===== src/rtl/score_pixel_classifier.sv =====
// score_pixel_classifier
//
// Per-pixel classifier for the scrolling score display. Keeps a circular
// history of note columns in a small synchronous-read RAM and, for every
// active-video pixel, emits the pixel_type / instrument_type pair consumed
// by the colour stage. New columns arrive through a one-entry hold register
// and are committed only on frame_start, so a displayed frame never tears.
//
// Ports:
//   clk             pixel clock
//   reset_n         synchronous active-low reset
//   hcount, vcount  pixel coordinates (10 bits each)
//   pix_valid       active-video qualifier for hcount/vcount/text_on
//   frame_start     one-cycle pulse in vertical blanking; commit point
//   text_on         font-ROM hit for this pixel
//   note_valid      column write request
//   note_ready      hold register empty; write accepted on valid & ready
//   note_rest       column is a rest (draws no note pixels)
//   note_pitch      pitch index 0..15, 15 = top band
//   note_instr      instrument code
//   out_valid       pixel_type / instrument_type valid (2-cycle latency)
//   pixel_type      00 note, 01 staff line, 10 text, 11 background
//   instrument_type instrument of a note pixel, else 00
//   col_count       committed columns, saturating at NUM_COLS

module score_pixel_classifier #(
   parameter int NUM_COLS   = 64,
   parameter int COL_W_LOG2 = 3,
   parameter int ROW_H_LOG2 = 2,
   parameter int NOTE_TOP   = 144,
   parameter int STAFF_TOP  = 148,
   parameter int LINE_SP    = 12
) (
   input  logic                        clk,
   input  logic                        reset_n,
   input  logic [9:0]                  hcount,
   input  logic [9:0]                  vcount,
   input  logic                        pix_valid,
   input  logic                        frame_start,
   input  logic                        text_on,
   input  logic                        note_valid,
   output logic                        note_ready,
   input  logic                        note_rest,
   input  logic [3:0]                  note_pitch,
   input  logic [1:0]                  note_instr,
   output logic                        out_valid,
   output logic [1:0]                  pixel_type,
   output logic [1:0]                  instrument_type,
   output logic [$clog2(NUM_COLS):0]   col_count
);

   localparam int PTR_W       = $clog2(NUM_COLS);
   localparam int CNT_W       = PTR_W + 1;
   localparam int BAND_SPAN   = 16 << ROW_H_LOG2;  // 16 pitch bands
   localparam int STAFF_LINES = 5;

   // Entry layout: {rest, pitch[3:0], instr[1:0]}
   logic [6:0]       r_hold_entry;
   logic             r_hold_full;
   logic [PTR_W-1:0] r_wr_ptr;
   logic [CNT_W-1:0] r_col_count;
   logic [6:0]       r_mem [NUM_COLS];
   logic [6:0]       r_rd_entry;

   // Stage-1 registers
   logic             r_s1_valid;
   logic             r_s1_text;
   logic             r_s1_staff;
   logic             r_s1_exists;
   logic             r_s1_in_band;
   logic [3:0]       r_s1_band;

   // Stage-2 (output) registers
   logic             r_out_valid;
   logic [1:0]       r_pixel_type;
   logic [1:0]       r_instrument_type;

   logic             w_accept;
   logic             w_commit;
   logic             w_in_cols;
   logic [PTR_W-1:0] w_age;
   logic             w_exists;
   logic [PTR_W-1:0] w_rd_addr;
   logic             w_in_band;
   logic [3:0]       w_band;
   logic [STAFF_LINES-1:0] w_staff_hits;
   logic             w_staff;
   logic             w_note_hit;

   assign w_accept = note_valid & ~r_hold_full;
   assign w_commit = frame_start & r_hold_full;

   // ---------------- write side ----------------
   always_ff @(posedge clk) begin
      if (!reset_n) begin
         r_hold_full <= 1'b0;
         r_wr_ptr    <= '0;
         r_col_count <= '0;
      end else if (w_commit) begin
         r_hold_full <= 1'b0;
         r_wr_ptr    <= r_wr_ptr + PTR_W'(1);
         if (r_col_count != CNT_W'(NUM_COLS))
            r_col_count <= r_col_count + CNT_W'(1);
      end else if (w_accept) begin
         r_hold_full <= 1'b1;
      end
   end

   // Payload needs no reset: it is only used while r_hold_full is set.
   always_ff @(posedge clk) begin
      if (w_accept)
         r_hold_entry <= {note_rest, note_pitch, note_instr};
   end

   // ---------------- column lookup ----------------
   // Newest column is drawn at the right edge, so age counts leftwards.
   assign w_in_cols = ((hcount >> COL_W_LOG2) < 10'(NUM_COLS));
   assign w_age     = PTR_W'(NUM_COLS - 1) - PTR_W'(hcount >> COL_W_LOG2);
   assign w_exists  = w_in_cols && ({1'b0, w_age} < r_col_count);
   assign w_rd_addr = r_wr_ptr - PTR_W'(1) - w_age;

   // Read returns the pre-write contents on a same-cycle commit, so pixels
   // already sampled keep seeing the old history.
   always_ff @(posedge clk) begin
      if (w_commit)
         r_mem[r_wr_ptr] <= r_hold_entry;
      r_rd_entry <= r_mem[w_rd_addr];
   end

   // ---------------- y decode ----------------
   assign w_in_band = (vcount >= 10'(NOTE_TOP)) && (vcount < 10'(NOTE_TOP + BAND_SPAN));
   assign w_band    = 4'((vcount - 10'(NOTE_TOP)) >> ROW_H_LOG2);

   generate
      for (genvar gi = 0; gi < STAFF_LINES; gi++) begin : g_staff
         assign w_staff_hits[gi] = (vcount == 10'(STAFF_TOP + gi * LINE_SP));
      end
   endgenerate
   assign w_staff = |w_staff_hits;

   // ---------------- stage 1 ----------------
   always_ff @(posedge clk) begin
      if (!reset_n) begin
         r_s1_valid   <= 1'b0;
         r_s1_text    <= 1'b0;
         r_s1_staff   <= 1'b0;
         r_s1_exists  <= 1'b0;
         r_s1_in_band <= 1'b0;
         r_s1_band    <= '0;
      end else begin
         r_s1_valid   <= pix_valid;
         r_s1_text    <= text_on;
         r_s1_staff   <= w_staff;
         r_s1_exists  <= w_exists;
         r_s1_in_band <= w_in_band;
         r_s1_band    <= w_band;
      end
   end

   // ---------------- stage 2 ----------------
   // Band index counts down from the top, so pitch p lives in band 15-p.
   assign w_note_hit = r_s1_exists & r_s1_in_band & ~r_rd_entry[6] &
                       (r_s1_band == (4'd15 - r_rd_entry[5:2]));

   always_ff @(posedge clk) begin
      if (!reset_n) begin
         r_out_valid       <= 1'b0;
         r_pixel_type      <= 2'b11;
         r_instrument_type <= 2'b00;
      end else begin
         r_out_valid <= r_s1_valid;
         if (!r_s1_valid) begin
            r_pixel_type      <= 2'b11;
            r_instrument_type <= 2'b00;
         end else if (w_note_hit) begin
            r_pixel_type      <= 2'b00;
            r_instrument_type <= r_rd_entry[1:0];
         end else if (r_s1_staff) begin
            r_pixel_type      <= 2'b01;
            r_instrument_type <= 2'b00;
         end else if (r_s1_text) begin
            r_pixel_type      <= 2'b10;
            r_instrument_type <= 2'b00;
         end else begin
            r_pixel_type      <= 2'b11;
            r_instrument_type <= 2'b00;
         end
      end
   end

   assign note_ready      = ~r_hold_full;
   assign col_count       = r_col_count;
   assign out_valid       = r_out_valid;
   assign pixel_type      = r_pixel_type;
   assign instrument_type = r_instrument_type;

endmodule


===== config.mk =====
export PLATFORM = sky130hd
export DESIGN_NAME = score_pixel_classifier
export DESIGN_NICKNAME = d
export VERILOG_FILES = /design/src/rtl/score_pixel_classifier.sv
export SDC_FILE = /design/constraint.sdc
export NUM_CORES = 1
export LEC_CHECK = 0
export CORE_ASPECT_RATIO = 1.4
export CORE_MARGIN = 8
export CORE_UTILIZATION = 50
export DETAILED_ROUTE_END_ITERATION = 12
export GPL_ROUTABILITY_DRIVEN = 0
export PLACE_DENSITY = 0.7
export SLEW_MARGIN = 20
export SYNTH_ARGS = -nofsm -noshare
export SYNTH_HDL_FRONTEND = slang
export SYNTH_SLANG_ARGS = --single-unit

===== constraint.sdc =====
create_clock -name clk -period 7.3 [get_ports clk]
set_input_delay 0.73 -clock clk [delete_from_list [all_inputs] [get_ports clk]]
set_output_delay 0.73 -clock clk [all_outputs]
set_load 0.05 [all_outputs]

==> impl_metrics.tcl, run 1 <==
set metrics [dict create \
    die_area_um2 45200 \
    setup-violations-final 0 \
    period_minus_slack_ns 4.36 \
    drc 0 \
    synth_cells 916 \
    rows 85 \
    end_kind "flop" \
    vdd_drop_max_uv 152 \
    outcome "finished clean" \
    fp.coreArea_um2 38300 \
    yosysWarningCount 0 \
    grt_pass1_vias 9217 \
    drt_iter0_markers 727 \
    syn_avg_cell_area_um2 21.0 \
    syn-num-nets 968 \
    finalMaxSlewViolations 0 \
    cts_made_buffers 43 \
    grt_max_degree 65 \
    dpl.hpwl_mm 23.1 \
    worst_slew_pin_slew_ns 0.943 \
    worstSetupPathType "input port to flop" \
    place_area_um2 20200 \
    async_reset_ff_frac 0 \
    post-cts-setup-buffers 0 \
    port_buffers 42 \
    diodes 0 \
    arrival_ns 4.76 \
    p_leak_nw 6.87 \
    io-pin-count 46 \
    antenna_found_initial 0 \
    grtUsageTotal 0.176 \
    clockBufferDepth 3 \
    synth-edff-count 455 \
    fp.dieW_um 182 \
    post_cts_resized 0 \
    cts_num_sinks 490 \
    cts-root-buf "clkbuf_16" \
    dr_wl_met3_mm 1.96 \
    cts_hold_buffers 0 \
    synth_ff_type "edfxtp_1" \
    topRoutingLayerUsed "met4" \
    grt_pass1_wl_mm 58.5 \
    cp-start-kind "input port" \
    overflow 0 \
    fmax_mhz 229 \
    rsz0062_at_grt "no" \
    clock_skew_ns 0.0223 \
    tns_ns 0 \
    final_area_um2 21700 \
    holdCritPathClass "flop to flop" \
    cp.required_ns 7.70 \
    synth_cell_types 46 \
    final_core_util 0.568 \
    synthesis.area_um2 19300 \
    route.met2.wl_mm 19.8 \
    clk_latency_ns 0.56 \
    maxCapViolations 0 \
    clk_pin_slew_ns 0.07 \
    maxSlewHeadroom 0.371 \
    fin_crit_sh 0.597 \
    cts_tree "yes" \
    antenna_left 0 \
    seq_area_frac_synth 0.745 \
    drive_gt1_frac 0.227 \
    path_max_fanout 60 \
    vias_per_cell 5.89 \
    num-nets-final 1029 \
    area_delta_synth_final_pct 12.8 \
    htree_levels 2 \
    firstDrtPassIters 5 \
    final_hold_viol_count 0 \
    post_drt_wl_per_cell_um 26.1 \
    wl_met1_mm 15.1 \
    routed_wl_mm 38.9 \
    synth-seq-cells 490 \
    powerDensity_nw_per_um2 271 \
    die_h_um 248 \
    num_vias 8772 \
    start_util 0.503 \
]
## synthesized netlist by cell type (all sizes together), types with 2 or more instances
cell | number | area share
nor2b | 6 | 0.0019
mux4 | 140 | 0.16
inv | 21 | 0.0041
ha | 18 | 0.012
nor2 | 75 | 0.015
clkbuf | 18 | 0.0035
nand3b | 4 | 0.0016
nand2 | 18 | 0.0035
o21a | 4 | 0.0016
and3 | 2 | 0.00065
a21boi | 2 | 0.00078
dfxtp | 35 | 0.036
o21ai | 6 | 0.0016
nand4 | 3 | 0.00097
edfxtp | 455 | 0.71
a21oi | 6 | 0.0016
and2 | 18 | 0.0058
nand3 | 6 | 0.0016
xor2 | 7 | 0.0036
mux2i | 21 | 0.011
xnor2 | 13 | 0.0073
a31oi | 2 | 0.00065
nor3 | 2 | 0.00052
buf | 21 | 0.0069
## layer usage
layer,up-vias,track usage
li1,3845,-
met4,0,0.0916
met1,4585,0.214
met5,-,0
met2,247,0.300
met3,95,0.0304
## where the power goes
part | total, W | switching (W) | leakage, nW | internal, W
sequential | 0.00309 | 0.00000756 | 4.38 | 0.00309
combinational | 0.000452 | 0.000238 | 1.78 | 0.000214
clock | 0.00235 | 0.000996 | 0.715 | 0.00136
## critical path, cell delays in order
cell and delay [ns]:
clkdlybuf4s50_1 0.55, ha_4 0.16, inv_1 0.05, fa_4 1.36, buf_12 0.38, mux4_2 0.42, mux4_2 0.48, mux2i_1 0.38
mux2i_1 0.15
## registers in the layout, indices dropped and copies added (netlist names)
register / count
r_mem: 448
col_count: 7
r_hold_entry: 7
r_rd_entry: 7
r_wr_ptr: 6
r_s1_band: 4
instrument_type: 2
pixel_type: 2
out_valid: 1
r_hold_full: 1
r_s1_exists: 1
r_s1_in_band: 1
r_s1_staff: 1
r_s1_text: 1
r_s1_valid: 1
## area by class of cell
cell class,count,area (µm²)
Multi-Input combinational cell,366,4660
Clock buffer,56,1210
Timing Repair Buffer,55,563
Tap cell,478,598
Inverter,21,78.8
Fill cell,2765,16500
Sequential cell,490,14400
Clock inverter,24,274
## per-stage QoR
stage	hold WS (ns)	setup WS, ns	total power (W)	cells
after global placement	0.413	2.48	0.00360	1409
after global routing	0.453	2.90	0.00606	1490
after floorplan	0.406	4.08	0.00346	916
final	0.428	2.94	0.00590	1490
after detailed placement	0.414	2.47	0.00361	1409
after CTS	0.431	3.06	0.00595	1489
## layout by cell type (no fill, tap or decap), types with 3 or more instances in the layout
cell	instances
edfxtp_1	455
mux4_2	140
nor2_1	75
clkbuf_16	45
clkdlybuf4s50_1	42
dfxtp_1	35
mux2i_1	21
inv_1	20
nand2_1	18
and2_1	18
ha_1	17
xnor2_1	11
buf_4	10
clkbuf_1	7
nand3_1	6
nor2b_1	6
xor2_1	6
a21oi_1	6
bufinv_16	5
clkinv_1	5
nand3b_1	4
o21a_1	4
o21ai_0	4
clkbuf_8	4
clkinvlp_4	4
clkinv_2	4
nand4_1	3
## path summary, 6_finish.rpt
check | end | slack (ns) | depth (start not counted) | start
min reg2reg | instrument_type[0]$_SDFF_PN0_ | 0.43 | 1 | r_rd_entry[0]$_DFF_P_
min | instrument_type[0]$_SDFF_PN0_ | 0.43 | 1 | r_rd_entry[0]$_DFF_P_
max | r_rd_entry[6]$_DFF_P_ | 2.94 | 9 | hcount[3]
max reg2reg | r_rd_entry[6]$_DFF_P_ | 3.12 | 8 | r_wr_ptr[0]$_SDFFE_PN0P_
## cells by family after synthesis
logic type,Yosys count,share of synthesized area
flops,490,0.745
mux,161,0.174
simple gates,143,0.0347
buf+inv,60,0.0145
compound gates,23,0.00753
xor+xnor,20,0.0108
fa+ha+maj,19,0.0127
Note: power is estimated with default switching activity, not from simulation.
==> run 2: changes to the inputs <==
--- a/config.mk
+++ b/config.mk
@@ -10,7 +10,7 @@
 export CORE_UTILIZATION = 50
 export DETAILED_ROUTE_END_ITERATION = 12
 export GPL_ROUTABILITY_DRIVEN = 0
-export PLACE_DENSITY = 0.7
+export PLACE_DENSITY = 0.72
 export SLEW_MARGIN = 20
 export SYNTH_ARGS = -nofsm -noshare
 export SYNTH_HDL_FRONTEND = slang
==> constraint.sdc (replaced) <==
create_clock -name clk -period 3.8 [get_ports clk]
set_input_delay 0.38 -clock clk [delete_from_list [all_inputs] [get_ports clk]]
set_output_delay 0.38 -clock clk [all_outputs]
set_load 0.05 [all_outputs]
==> run 2 against run 1 <==
  * First-iteration DRC count fell by 0.83%
  * Register-to-register slack got worse by 2.7 ns
  * Cell count rose by 1.2%
  * Die area did not move
  * Sequential power rose by 92%
  * Wire length fell by 3.8%
  * Hold slack got worse by 0.029 ns
  * Sequential share of layout area fell by 0.34 points
==> impl_metrics.tcl, run 2 (synthesized netlist as in run 1, its figures left out) <==
set metrics [dict create \
    outcome "finished clean" \
    routed_wl_mm 37.4 \
    num_vias 8752 \
    powerDensity_nw_per_um2 505 \
    grt_pass1_wl_mm 58.2 \
    cts_made_buffers 42 \
    worstSetupPathType "flop to flop" \
    ff2ff_path_depth 9 \
    fp.coreArea_um2 38300 \
    end_kind "flop" \
    arrival_ns 3.76 \
    diodes 0 \
    worst_slew_pin_slew_ns 0.795 \
    rows 85 \
    post_drt_wl_per_cell_um 24.8 \
    grt_pass1_vias 9324 \
    r2r_slack_ns 0.45 \
    clock_skew_ns 0.0270 \
    top_register "r_mem" \
    io-pin-count 46 \
    cp-start-kind "flop" \
    place_worst_setup_slack_ns 0.115 \
    power_frac_comb 0.082 \
    cts_hold_buffers 0 \
    holdCritPathClass "input port to flop" \
    dpl.hpwl_mm 23.5 \
    maxSlewHeadroom 0.468 \
    antenna_found_initial 0 \
    power.switching_w 0.00230 \
    largest_reg_flops 448 \
    rr_startpoint "r_wr_ptr[0]$_SDFFE_PN0P_" \
    vias_per_cell 5.80 \
    final_hold_viol_count 0 \
    fmax_mhz 299 \
    drc 0 \
    grtUsageTotal 0.171 \
    period_minus_slack_ns 3.35 \
    antenna_left 0 \
    start_util 0.503 \
    hold_end "r_hold_entry[3]$_DFFE_PP_" \
    die_h_um 248 \
    hold_start "note_pitch[1]" \
    htree_levels 2 \
    switching_share 0.209 \
    cts_tree "yes" \
    port_buffers 42 \
    post_cts_resized 0 \
    post-cts-setup-buffers 0 \
    overflow 0 \
    fin_crit_sh 0.880 \
    firstDrtPassIters 5 \
    finalMaxSlewViolations 0 \
    tns_ns 0 \
    p_leak_nw 6.95 \
    drt_iter0_markers 721 \
    die_area_um2 45200 \
    layout_commonest_cell "edfxtp_1" \
    layout_common_cells "edfxtp_1 (455), mux4_2 (140), nor2_1 (75)" \
    grt_max_degree 65 \
    num-nets-final 1050 \
    p_int_w 0.00874 \
    vdd_drop_max_uv 292 \
    fp.dieW_um 182 \
    cts_num_sinks 490 \
    whs_path_depth 1 \
    clk_latency_ns 0.55 \
    clock_power_share 0.380 \
    cts-root-buf "clkbuf_16" \
    area_delta_synth_final_pct 13.4 \
    clockBufferDepth 3 \
    rr_endpoint "r_rd_entry[3]$_DFF_P_" \
    power_w 0.0110 \
    rsz0062_at_grt "no" \
    clk_pin_slew_ns 0.06 \
    maxCapViolations 0 \
    drive_gt1_frac 0.235 \
    pwr-share-seq 0.538 \
    path_max_fanout 24 \
    setup-violations-final 0 \
    fin_ws_ns 0.454 \
    cp.required_ns 4.21 \
]
==> run 2: changes by cell type in the layout (fill, tap and decap cells not counted), moves of 2 or more <==
| cell | previous run | this run |
|---|---|---|
| buf_4 | 10 | 24 |
| buf_12 | 2 | 11 |
| clkinv_1 | 5 | 10 |
| clkbuf_8 | 4 | 0 |
| clkinvlp_4 | 4 | 1 |
| clkbuf_16 | 45 | 43 |
| clkinv_4 | 1 | 3 |
| inv_4 | 2 | 0 |
==> run 2: power by group through the flow <==
stage               sequential (W)  combinational, W  clock (W)
finish                     0.00594          0.000907    0.00419
global route               0.00594          0.000969    0.00446
CTS                        0.00594          0.000927    0.00426
detailed placement         0.00606          0.000923          0
global placement           0.00606          0.000906          0
floorplan                  0.00610          0.000552          0
==> run 2: worst max-delay path by stage <==
stage	start	to	slack, ns	depth (start not counted)
finish	r_wr_ptr[0]$_SDFFE_PN0P_	r_rd_entry[3]$_DFF_P_	0.45	9
global route	r_wr_ptr[0]$_SDFFE_PN0P_	r_rd_entry[3]$_DFF_P_	0.37	9
CTS	r_wr_ptr[0]$_SDFFE_PN0P_	r_rd_entry[3]$_DFF_P_	0.44	9
detailed placement	hcount[3]	r_rd_entry[0]$_DFF_P_	0.12	11
global placement	hcount[3]	r_rd_entry[3]$_DFF_P_	0.11	9
floorplan	r_wr_ptr[0]$_SDFFE_PN0P_	r_rd_entry[0]$_DFF_P_	0.84	9
==> run 2: worst max-delay path: stages, from the launching register on <==
cell and delay, ns:
dfxtp_1 0.53, ha_4 0.19, inv_1 0.05, fa_4 0.81, buf_12 0.22, buf_4 0.17
mux4_2 0.30, mux4_2 0.50, mux2i_1 0.31, mux2i_1 0.12
==> run 2: layout make-up <==
cell class                      instances  area [µm²]
Clock buffer                           51        1110
Clock inverter                         25         230
Fill cell                            2729       16400
Inverter                               21        78.8
Multi-Input combinational cell        366        4660
Sequential cell                       490       14400
Tap cell                              478         598
Timing Repair Buffer                   77         821
==> run 2: per-stage QoR <==
step	std cells	cell area, µm²	util	hold WS (ns)
finish	1508	21900	0.571	0.398
global route	1508	21900	0.571	0.383
CTS	1508	21900	0.571	0.375
detailed placement	1432	20500	0.536	0.418
global placement	1432	20500	0.536	0.416
floorplan	916	19300	-	0.406
==> run 2: metal layers <==
metal / global-route usage / part of all wire / vias up
met5: 0 / 0 / -
met4: 0.0677 / 0.032 / 0
met3: 0.0254 / 0.056 / 57
met2: 0.303 / 0.52 / 281
met1: 0.211 / 0.39 / 4538
li1: - / - / 3876
==> run 3: changes to the inputs <==
--- a/config.mk
+++ b/config.mk
@@ -10,7 +10,7 @@
 export CORE_UTILIZATION = 50
 export DETAILED_ROUTE_END_ITERATION = 12
 export GPL_ROUTABILITY_DRIVEN = 0
-export PLACE_DENSITY = 0.72
+export PLACE_DENSITY = 0.71
 export SLEW_MARGIN = 20
 export SYNTH_ARGS = -nofsm -noshare
 export SYNTH_HDL_FRONTEND = slang
==> run 3 against run 2 <==
  * Register-to-register slack improved by 0.03 ns
  * Utilization increased by 0.17 points
  * Die area did not move
  * Design area grew 0.29%
  * Sequential share of layout area is 0.19 points lower
  * Non-clock buffer count shrank 4
  * Critical path type unchanged
  * Largest cell class unchanged
==> impl_metrics.tcl, run 3 (synthesized netlist as in run 1, its figures left out) <==
set metrics [dict create \
    outcome "finished clean" \
    powerDensity_nw_per_um2 516 \
    largest_reg_flops 448 \
    arrival_ns 3.73 \
    tns_ns 0 \
    die_area_um2 45200 \
    fin_crit_sh 0.872 \
    rows 85 \
    n_fill_cell 2738 \
    final_core_util 0.573 \
    finalMaxSlewViolations 0 \
    grtUsageTotal 0.178 \
    layout_common_cells "edfxtp_1 (455), mux4_2 (140), nor2_1 (75)" \
    p_leak_nw 6.98 \
    io-pin-count 46 \
    cts-root-buf "clkbuf_16" \
    firstDrtPassIters 5 \
    worst_slew_pin_slew_ns 0.790 \
    grt_max_degree 65 \
    port_buffers 42 \
    routed_wl_mm 39.2 \
    overflow 0 \
    die_h_um 248 \
    grt_pass1_vias 9378 \
    fmax_mhz 302 \
    antenna_left 0 \
    start_util 0.503 \
    num_vias 8828 \
    vias_per_cell 5.86 \
    clock_skew_ns 0.0185 \
    clockBufferDepth 3 \
    worstSetupPathType "flop to flop" \
    drt_iter0_markers 702 \
    rsz0062_at_grt "no" \
    htree_levels 2 \
    drc 0 \
    layout_commonest_cell "edfxtp_1" \
    cts_num_sinks 490 \
    cp-start-kind "flop" \
    period_minus_slack_ns 3.31 \
    num-nets-final 1047 \
    fp.dieW_um 182 \
    multi_input_area_um2 4660 \
    post_drt_wl_per_cell_um 26.0 \
    post_cts_resized 0 \
    area_delta_synth_final_pct 13.7 \
    final_hold_viol_count 0 \
    dpl.hpwl_mm 23.9 \
    post-cts-setup-buffers 0 \
    cts_tree "yes" \
    drive_gt1_frac 0.237 \
    fp.coreArea_um2 38300 \
    clk_pin_slew_ns 0.07 \
    clk_latency_ns 0.55 \
    maxCapViolations 0 \
    top_register "r_mem" \
    cts_hold_buffers 0 \
    grt_pass1_wl_mm 59.5 \
    path_max_fanout 30 \
    seqCellArea_um2 14400 \
    cp.required_ns 4.22 \
    holdCritPathClass "input port to flop" \
    maxSlewHeadroom 0.472 \
    cts_made_buffers 43 \
    vdd_drop_max_uv 306 \
    antenna_found_initial 0 \
    whs_ns 0.392 \
    setup-violations-final 0 \
    diodes 0 \
    end_kind "flop" \
]
run 3: routing by layer:
metal,track usage,up-vias,part of all wire
li1,-,3876,-
met1,0.212,4583,0.37
met2,0.313,282,0.53
met3,0.0282,87,0.056
met4,0.0882,0,0.048
met5,0,-,0
run 3: stage by stage:
stage	worst slack (ns)	instances	power, W	cell area [µm²]
floorplan	0.842	916	0.00666	19300
global placement	0.113	1428	0.00696	20500
detailed placement	0.108	1428	0.00697	20500
CTS	0.504	1507	0.0114	21900
global route	0.415	1507	0.0117	21900
finish	0.486	1507	0.0113	21900
run 3: final cells by class:
| cell class | count | share of cell area |
|---|---|---|
| Clock buffer | 55 | 0.0530 |
| Inverter | 21 | 0.00360 |
| Timing Repair Buffer | 73 | 0.0349 |
| Clock inverter | 24 | 0.0134 |
| Multi-Input combinational cell | 366 | 0.213 |
| Tap cell | 478 | 0.0273 |
| Sequential cell | 490 | 0.655 |
run 3: worst max-delay path, stage by stage (launching register included):
cell     delay, ns
dfxtp_1       0.51
ha_4          0.18
inv_1         0.04
fa_4          0.85
buf_12        0.23
mux4_2        0.36
mux4_2        0.52
mux2i_1       0.34
mux2i_1       0.12
run 3: path summary, 6_finish.rpt:
path	from	endpoint	slack, ns	cells past startpoint
worst max-delay path	r_wr_ptr[0]$_SDFFE_PN0P_	r_rd_entry[5]$_DFF_P_	0.49	8
worst min-delay path	note_rest	r_hold_entry[6]$_DFFE_PP_	0.39	1
worst max register to register	r_wr_ptr[0]$_SDFFE_PN0P_	r_rd_entry[5]$_DFF_P_	0.49	8
worst min register to register	r_s1_staff$_SDFF_PN0_	pixel_type[1]$_SDFF_PN1_	0.44	1
run 3: power by group:
part / internal, W / switching [W] / total [W] / leakage (nW)
Sequential: 0.00593 / 0.0000156 / 0.00594 / 4.38
Clock: 0.00259 / 0.00189 / 0.00448 / 0.707
Combinational: 0.000437 / 0.000460 / 0.000897 / 1.89
Total: 0.00896 / 0.00237 / 0.0113 / 6.98
